$ cat config.mk
export PLATFORM = sky130hd
export DESIGN_NAME = bus_debug_bridge
export DESIGN_NICKNAME = d
export VERILOG_FILES = /design/src/rtl/bus_debug_bridge.sv
export SDC_FILE = /design/constraint.sdc
export NUM_CORES = 1
export LEC_CHECK = 0
export CAP_MARGIN = 10
export CORE_ASPECT_RATIO = 1.25
export CORE_MARGIN = 4
export CORE_UTILIZATION = 56
export CTS_CLUSTER_SIZE = 20
export DETAILED_ROUTE_END_ITERATION = 7
export DONT_BUFFER_PORTS = 1
export PLACE_DENSITY = 0.79
export SYNTH_ARGS = -nofsm -noshare
export SYNTH_HDL_FRONTEND = slang
export SYNTH_SLANG_ARGS = --single-unit
$ cat constraint.sdc
create_clock -name i_clock -period 2.85 [get_ports i_clock]
set_input_delay 0.7125 -clock i_clock [delete_from_list [all_inputs] [get_ports i_clock]]
set_output_delay 0.7125 -clock i_clock [all_outputs]
set_load 0.02 [all_outputs]
$ cat src/rtl/bus_debug_bridge.sv
// bus_debug_bridge: byte-stream command decoder driving single 32-bit bus reads/writes with byte responses.
module bus_debug_bridge #(
  parameter int BUS_TIMEOUT = 1024,
  parameter int RX_TIMEOUT  = 100000000
) (
  input  logic        i_clock,
  input  logic        i_reset_n,
  input  logic        i_rx_valid,
  input  logic [7:0]  i_rx_data,
  output logic        o_rx_ready,
  output logic        o_tx_valid,
  output logic [7:0]  o_tx_data,
  input  logic        i_tx_ready,
  output logic        o_bus_rw,
  output logic        o_bus_request,
  input  logic        i_bus_ready,
  output logic [31:0] o_bus_address,
  input  logic [31:0] i_bus_rdata,
  output logic [31:0] o_bus_wdata
);
  typedef enum logic [2:0] {IDLE, ADDR, WDATA, BUS, RESP} state_t;
  state_t      state_q, state_d;
  logic        en_q, wr_q, wr_d;
  logic [2:0]  idx_q, idx_d;
  logic [31:0] addr_q, addr_d, wdata_q, wdata_d, rdata_q, rdata_d, tmr_q, tmr_d;
  logic [7:0]  status_q, status_d;
  logic [1:0]  bsel;
  logic        rx_acc, tx_acc;
  // en_q keeps rx_ready low while reset is held and for the first edge after release
  assign o_rx_ready    = en_q && (state_q == IDLE || state_q == ADDR || state_q == WDATA);
  assign o_tx_valid    = state_q == RESP;
  assign bsel          = idx_q[1:0] - 2'd1;
  assign o_tx_data     = (idx_q == 3'd0) ? status_q : rdata_q[{bsel, 3'b000} +: 8];
  assign o_bus_request = state_q == BUS;
  assign o_bus_rw      = wr_q;
  assign o_bus_address = addr_q;
  assign o_bus_wdata   = wdata_q;
  assign rx_acc        = i_rx_valid && o_rx_ready;
  assign tx_acc        = o_tx_valid && i_tx_ready;
  always_comb begin
    state_d  = state_q;
    wr_d     = wr_q;
    idx_d    = idx_q;
    addr_d   = addr_q;
    wdata_d  = wdata_q;
    rdata_d  = rdata_q;
    status_d = status_q;
    tmr_d    = tmr_q;
    case (state_q)
      IDLE: if (rx_acc) begin
        idx_d = 3'd0;
        tmr_d = 32'd0;
        if (i_rx_data == 8'h01 || i_rx_data == 8'h02) begin
          wr_d    = i_rx_data == 8'h01;
          state_d = ADDR;
        end else begin
          status_d = 8'hE0;
          state_d  = RESP;
        end
      end
      ADDR, WDATA: if (rx_acc) begin
        tmr_d = 32'd0;
        idx_d = idx_q + 3'd1;
        if (state_q == ADDR) addr_d[{idx_q[1:0], 3'b000} +: 8] = i_rx_data;
        else wdata_d[{idx_q[1:0], 3'b000} +: 8] = i_rx_data;
        if (idx_q == 3'd3) begin
          idx_d   = 3'd0;
          state_d = (state_q == ADDR && wr_q) ? WDATA : BUS;
        end
      end else if (tmr_q == 32'(RX_TIMEOUT - 1)) state_d = IDLE;
      else tmr_d = tmr_q + 32'd1;
      BUS: if (i_bus_ready) begin
        if (!wr_q) rdata_d = i_bus_rdata;
        status_d = 8'h80;
        idx_d    = 3'd0;
        state_d  = RESP;
      end else if (tmr_q == 32'(BUS_TIMEOUT - 1)) begin
        status_d = 8'hE1;
        idx_d    = 3'd0;
        state_d  = RESP;
      end else tmr_d = tmr_q + 32'd1;
      RESP: if (tx_acc) begin
        idx_d = idx_q + 3'd1;
        if (idx_q == 3'd4 || status_q != 8'h80 || wr_q) state_d = IDLE;
      end
      default: state_d = IDLE;
    endcase
  end
  always_ff @(posedge i_clock or negedge i_reset_n) begin
    if (!i_reset_n) begin
      state_q  <= IDLE;
      en_q     <= 1'b0;
      wr_q     <= 1'b0;
      idx_q    <= 3'd0;
      addr_q   <= 32'd0;
      wdata_q  <= 32'd0;
      rdata_q  <= 32'd0;
      status_q <= 8'd0;
      tmr_q    <= 32'd0;
    end else begin
      state_q  <= state_d;
      en_q     <= 1'b1;
      wr_q     <= wr_d;
      idx_q    <= idx_d;
      addr_q   <= addr_d;
      wdata_q  <= wdata_d;
      rdata_q  <= rdata_d;
      status_q <= status_d;
      tmr_q    <= tmr_d;
    end
  end
endmodule

# ---- Yosys cells after proc, flatten, opt, wreduce, memory -nomap -nowiden
# Index checks and enable logic that the tools add are counted.
dict set report totals {
  register_bits 144
  wordCells 95
}
dict set report op_classes {
  n_addsub 4
  n_eq_ne 22
  n_shift 3
  n_mux 32
  n_bitwise 2
  n_reduce_logical 23
}
# cell n
set ops {}
lappend ops {{2-to-1 mux 32 bit} 5}
lappend ops {{one-hot mux 32 bit (3 select lines)} 1}
lappend ops {{bitwise mux 32 bit} 2}
lappend ops {{2-to-1 mux 3 bit} 15}
lappend ops {{2-to-1 mux 8 bit} 5}
lappend ops {{adder 32 x 1 -> 32 bit, second input constant} 1}
lappend ops {{== test 32 x 10 -> 1 bit, second input constant} 1}
lappend ops {{== test 32 x 27 -> 1 bit, second input constant} 1}
lappend ops {{variable shift 8 x 7 -> 32 bit, first input constant} 1}
lappend ops {{indexed part select 32 x 6 -> 8 bit} 1}
lappend ops {{indexed part select 8 x 7 -> 32 bit} 1}
lappend ops {{one-hot mux 3 bit (4 select lines)} 2}
lappend ops {{one-hot mux 8 bit (2 select lines)} 1}
lappend ops {{AND reduction 3 bit} 4}
lappend ops {{inequality test 2 bit, second input constant} 5}
lappend ops {{AND reduction 5 bit} 2}
lappend ops {{== test 3 x 2 -> 1 bit, second input constant} 3}
lappend ops {{inequality test 3 bit, second input constant} 3}
lappend ops {{== test 8 x 1 -> 1 bit, second input constant} 1}
lappend ops {{== test 8 x 2 -> 1 bit, second input constant} 1}
lappend ops {{inequality test 8 bit, second input constant} 1}
lappend ops {{negator 5 -> 7 bit} 1}
lappend ops {{== test 3 bit, second input constant} 2}
lappend ops {{zero test 3 bit} 2}
lappend ops {{15 further kinds} 24}

# ---- Logic depth before layout (Yosys ltp)
dict set report logic_depth {
  depth_word 7
  mapped_depth 9
  mapped_depth_nobuf 8
}

# ---- Worst setup path after synthesis
# Ideal clock, no wire load.
dict set report synth_path {
  path_type {flip-flop to output port}
  from {reg idx_q[0]}
  to {out o_tx_data[5]}
  arrival_ps 1857
  slack_ps 281
  path_stages_with_launch 7
  n_path_buf 1
  cell_sequence {dfrtp_1 inv_1 ha_1 clkbuf_1 mux4_2 inv_1 o21ai_0}
}
dict set report synth_between {
  elab_chain_cells 3
}
# item line_no
set synth_rtl {}
lappend synth_rtl {{start: declaration} 24} ;# logic [2:0] idx_q, idx_d;
lappend synth_rtl {{start signal: assignment} 104} ;# idx_q <= idx_d;
lappend synth_rtl {{subtractor 2 x 1 -> 2 bit} 32} ;# assign bsel = idx_q[1:0] - 2'd1;
lappend synth_rtl {{indexed part select 32 x 6 -> 8 bit} 33} ;# assign o_tx_data = (idx_q == 3'd0) ? status_q : rdata_q[{bsel, 3'b000} +: 8];
lappend synth_rtl {{2-to-1 mux 8 bit (*)} 33}
lappend synth_rtl {{end: declaration} 12} ;# output logic [7:0] o_tx_data,
# Mark *: on every way between the ends. The rest lies on a longest branch, timed or not.

# ---- Worst setup path after layout
dict set report layout_path {
  from {reg idx_q[0]}
  to {out o_tx_data[0]}
}
# The elaborated chain is that of the path after synthesis.

==> metrics.md <==
| Metric | Value |
|---|---|
| #FFs+latches synth | 139 |
| Critical path's top delay family | multiplexers |
| Critical path type | reg -> out |
| Fin crit period | 2.66 ns |
| First-pass DRT Iterations | 7 |
| Initial antenna violation count | 0 |
| Critical Path Source Type | register |
| GR Overflow Total | 0 |
| Worst path buffer plus inverter count | 1 |
| CTS max path bufs | 2 |
| Max cap viols | 0 |
| Count of cell types in the netlist | 59 |
| Setup TNS | 0 ns |
| Total vias in the final route | 4886 |
| Power Density | 716 nW/µm² |
| Req. time, crit path | 2.14 ns |
| Port bufs | 0 |
| Layout cell share with drive strength beyond 1 | 17.0% |
| Largest net degree at the start of global routing | 140 |
| Max stage delay on crit path | 0.40 ns |
| Routed vias/inst | 6.12 |
| HP Class | in -> async |
| Top FF cell, synth | dfrtp_1 |
| Post-synth EDFFs | 0 |
| YS warnings | 0 |
| Antenna Cells | 0 |
| Die Wd | 104 µm |
| Critical path's slowest cell | ha_4 |
| Outcome | finished with violations |
| Sequential-to-total area share from yosys stat | 53.4% |
| Peak VDD IR | 0.471 mV |
| Worst Tran Pin Value | 0.689 ns |
| Post-route ant nets | 0 |
| Synthesis-to-finish area growth | 13.0% |
| Final Hold Viols | 18 |
| Total power | 5.26 mW |
| Clock sink count | 139 |
| Final HPWL DP | 10.9 mm |
| Reg clk slew, reported paths | 0.06 ns |
| Overall Global Routing Usage | 24.3% |
| CP Capture Type | primary output |
| Root Driver | clkbuf_16 |
| Skew final | 0.0116 ns |
| CTS tree | done |
| RSZ-0062 raised after global routing | no |
| DRC Markers | 0 |
| Violated checks | negative hold slack |
| Worst EP arrival | 1.95 ns |
| FP Rows | 43 |
| Worst-skew pair later-pin latency | 0.42 ns |
| CP max FO | 13 |
| Starting density of the core | 57.9% |
| Core area | 11200 µm² |
| Slew HR | 53.8% |
| Worst-path cell chain | inv_1 -> ha_4 -> mux4_2 -> mux2_2 |
| FMAX | 375 MHz |
| First-pass GRT wire length | 25.8 mm |
| Min Hold Slack | -0.00971 ns |
| Die area | 13400 µm² |
| Mean Syn Cell Area | 10.2 µm² |
| Max-slew violation count | 0 |
| Routed wire length | 15.7 mm |
| 1st-iter DRT viols | 383 |
| Post-synth net total | 692 |
| Mapped cell area | 6510 µm² |
| Leakage power | 3.24 nW |
| WL/cell | 19.6 µm |
| Num CTS Buffers | 17 |
| Final setup fails | 0 |
| Share of flip-flops with an asynchronous set or reset | 100% |
| GP Congestion | 0.906 |
| Syn Inst Count | 640 |
| Fin crit share | 93.5% |
| # H-tree levels | 4 |
| Vias in the first global route | 5003 |
| Net count, final | 704 |
| Die Span Y | 129 µm |
| IO Pins | 121 |
worst reg2reg max path, cell delays in order, from the launching register on:
cell	delay, ns
dfrtp_1	0.39
ha_1	0.24
and4_1	0.28
nand3_1	0.11
a22o_1	0.22
or2_0	0.26
or3_4	0.41
mux2_4	0.31
flip-flops by register name, summed over array words and instances (netlist names):
signal and count:
status_q 3, state_q 3, en_q 1, tmr_q 32
rdata_q 32, o_bus_address 32, o_bus_wdata 32, idx_q 3
o_bus_rw 1
cell type report:
type / instances / area, µm²
Clock buffer: 18 / 439
Clock inverter: 13 / 189
Fill cell: 832 / 3890
Inverter: 13 / 48.8
Multi-Input combinational cell: 462 / 2890
Sequential cell: 139 / 3480
Tap cell: 135 / 169
Timing Repair Buffer: 19 / 143
metrics by stage:
| step | setup slack (ns) | utilization, % | hold WS (ns) | instances | area, µm² |
|---|---|---|---|---|---|
| after floorplan | 0.281 | - | 0.417 | 640 | 6510 |
| after global placement | 0.409 | 59.7 | 0.426 | 768 | 6710 |
| after detailed placement | 0.343 | 59.7 | 0.426 | 768 | 6710 |
| after CTS | 0.0263 | 65.3 | -0.0253 | 799 | 7340 |
| after global routing | 0.117 | 65.4 | -0.0235 | 799 | 7350 |
| final | 0.186 | 65.4 | -0.00971 | 799 | 7350 |
synthesized netlist by cell type, drive strengths merged (3+ instances only):
cell / instances / area [µm²]
nor4: 12 / 126
dfrtp: 139 / 3480
o31ai: 4 / 30.0
nor3b: 4 / 30.0
a22o: 3 / 27.5
a211oi: 3 / 27.5
nand3: 19 / 100
buf: 7 / 40.0
inv: 13 / 48.8
nand4: 12 / 75.1
nor2: 33 / 124
ha: 7 / 87.6
or3: 9 / 61.3
xor2: 7 / 61.3
and3: 6 / 38.8
nand2: 134 / 503
mux2i: 4 / 40.0
clkbuf: 19 / 71.3
mux4: 8 / 180
nor3: 21 / 125
mux2: 36 / 409
xnor2: 13 / 114
a21oi: 9 / 48.8
nor2b: 7 / 43.8
o21ai: 85 / 425
cells by family (layout without fill, tap and decap cells):
logic type / count (synthesis) / in the layout / synth area share, %
DFF: 139 / 139 / 53.4
adders and majority gates: 7 / 7 / 1.35
other: 1 / 1 / 0.0576
AOI/OAI and AO/OA: 118 / 118 / 10.3
buffers and inverters: 39 / 63 / 2.46
muxes: 48 / 48 / 9.67
xor gates and xnor gates: 20 / 20 / 2.69
and+or+nand+nor: 268 / 268 / 20.1
layer usage:
layer  wire length, µm  global-route usage (%)  vias up  part of all wire [%]
met5                 0                       0        -                     0
met4               577                    12.1        0                   3.7
met3               896                    7.48       49                   5.7
met2              8110                    40.9      168                    52
met1              6080                    28.4     2407                    39
li1                  -                       -     2262                     -
repair_timing:
item | CTS | global route
setup endpoints to repair | 8 | 3
hold endpoints to repair | 139 | 139
buffers inserted | 0 | 0
resized for setup | 1 | 1
report_power, final:
| group | switching, mW | internal [mW] |
|---|---|---|
| clock network | 0.856 | 1.49 |
| logic | 0.537 | 0.331 |
| registers | 0.0505 | 2.00 |
| total | 1.44 | 3.82 |
final timing paths:
kind	endpoint	cells past startpoint	start	slack, ns
max in group asynchronous	state_q[2]	0	i_reset_n	2.59
worst max-delay path	o_tx_data[0]	4	idx_q[0]	0.19
worst min register to register	rdata_q[13]	1	rdata_q[13]	0.50
worst min-delay path	tmr_q[5]	0	i_reset_n	-0.01
worst max register to register	status_q[0]	7	tmr_q[0]	0.51
min in group i_clock	o_bus_rw	1	i_rx_data[1]	0.41
cell usage in the layout (no fill, tap or decap), types with 3 or more instances in the layout:
| cell type | count |
|---|---|
| nand2_1 | 134 |
| mux2_2 | 35 |
| nor3b_1 | 4 |
| nor2b_1 | 7 |
| mux2i_1 | 4 |
| nand3_1 | 18 |
| xor2_1 | 7 |
| nor3_2 | 4 |
| bufinv_16 | 4 |
| xnor2_1 | 13 |
| nand4_1 | 12 |
| or3_1 | 8 |
| a21oi_1 | 8 |
| buf_4 | 19 |
| ha_1 | 6 |
| nor2_1 | 32 |
| inv_1 | 13 |
| mux4_2 | 8 |
| nor3_1 | 17 |
| dfrtp_1 | 139 |
| o21ai_0 | 85 |
| nor4_4 | 3 |
| nor4_1 | 8 |
| inv_6 | 3 |
| clkbuf_16 | 17 |
| and3_1 | 5 |
| o31ai_1 | 4 |
Note: power is estimated with default switching activity, not from simulation.
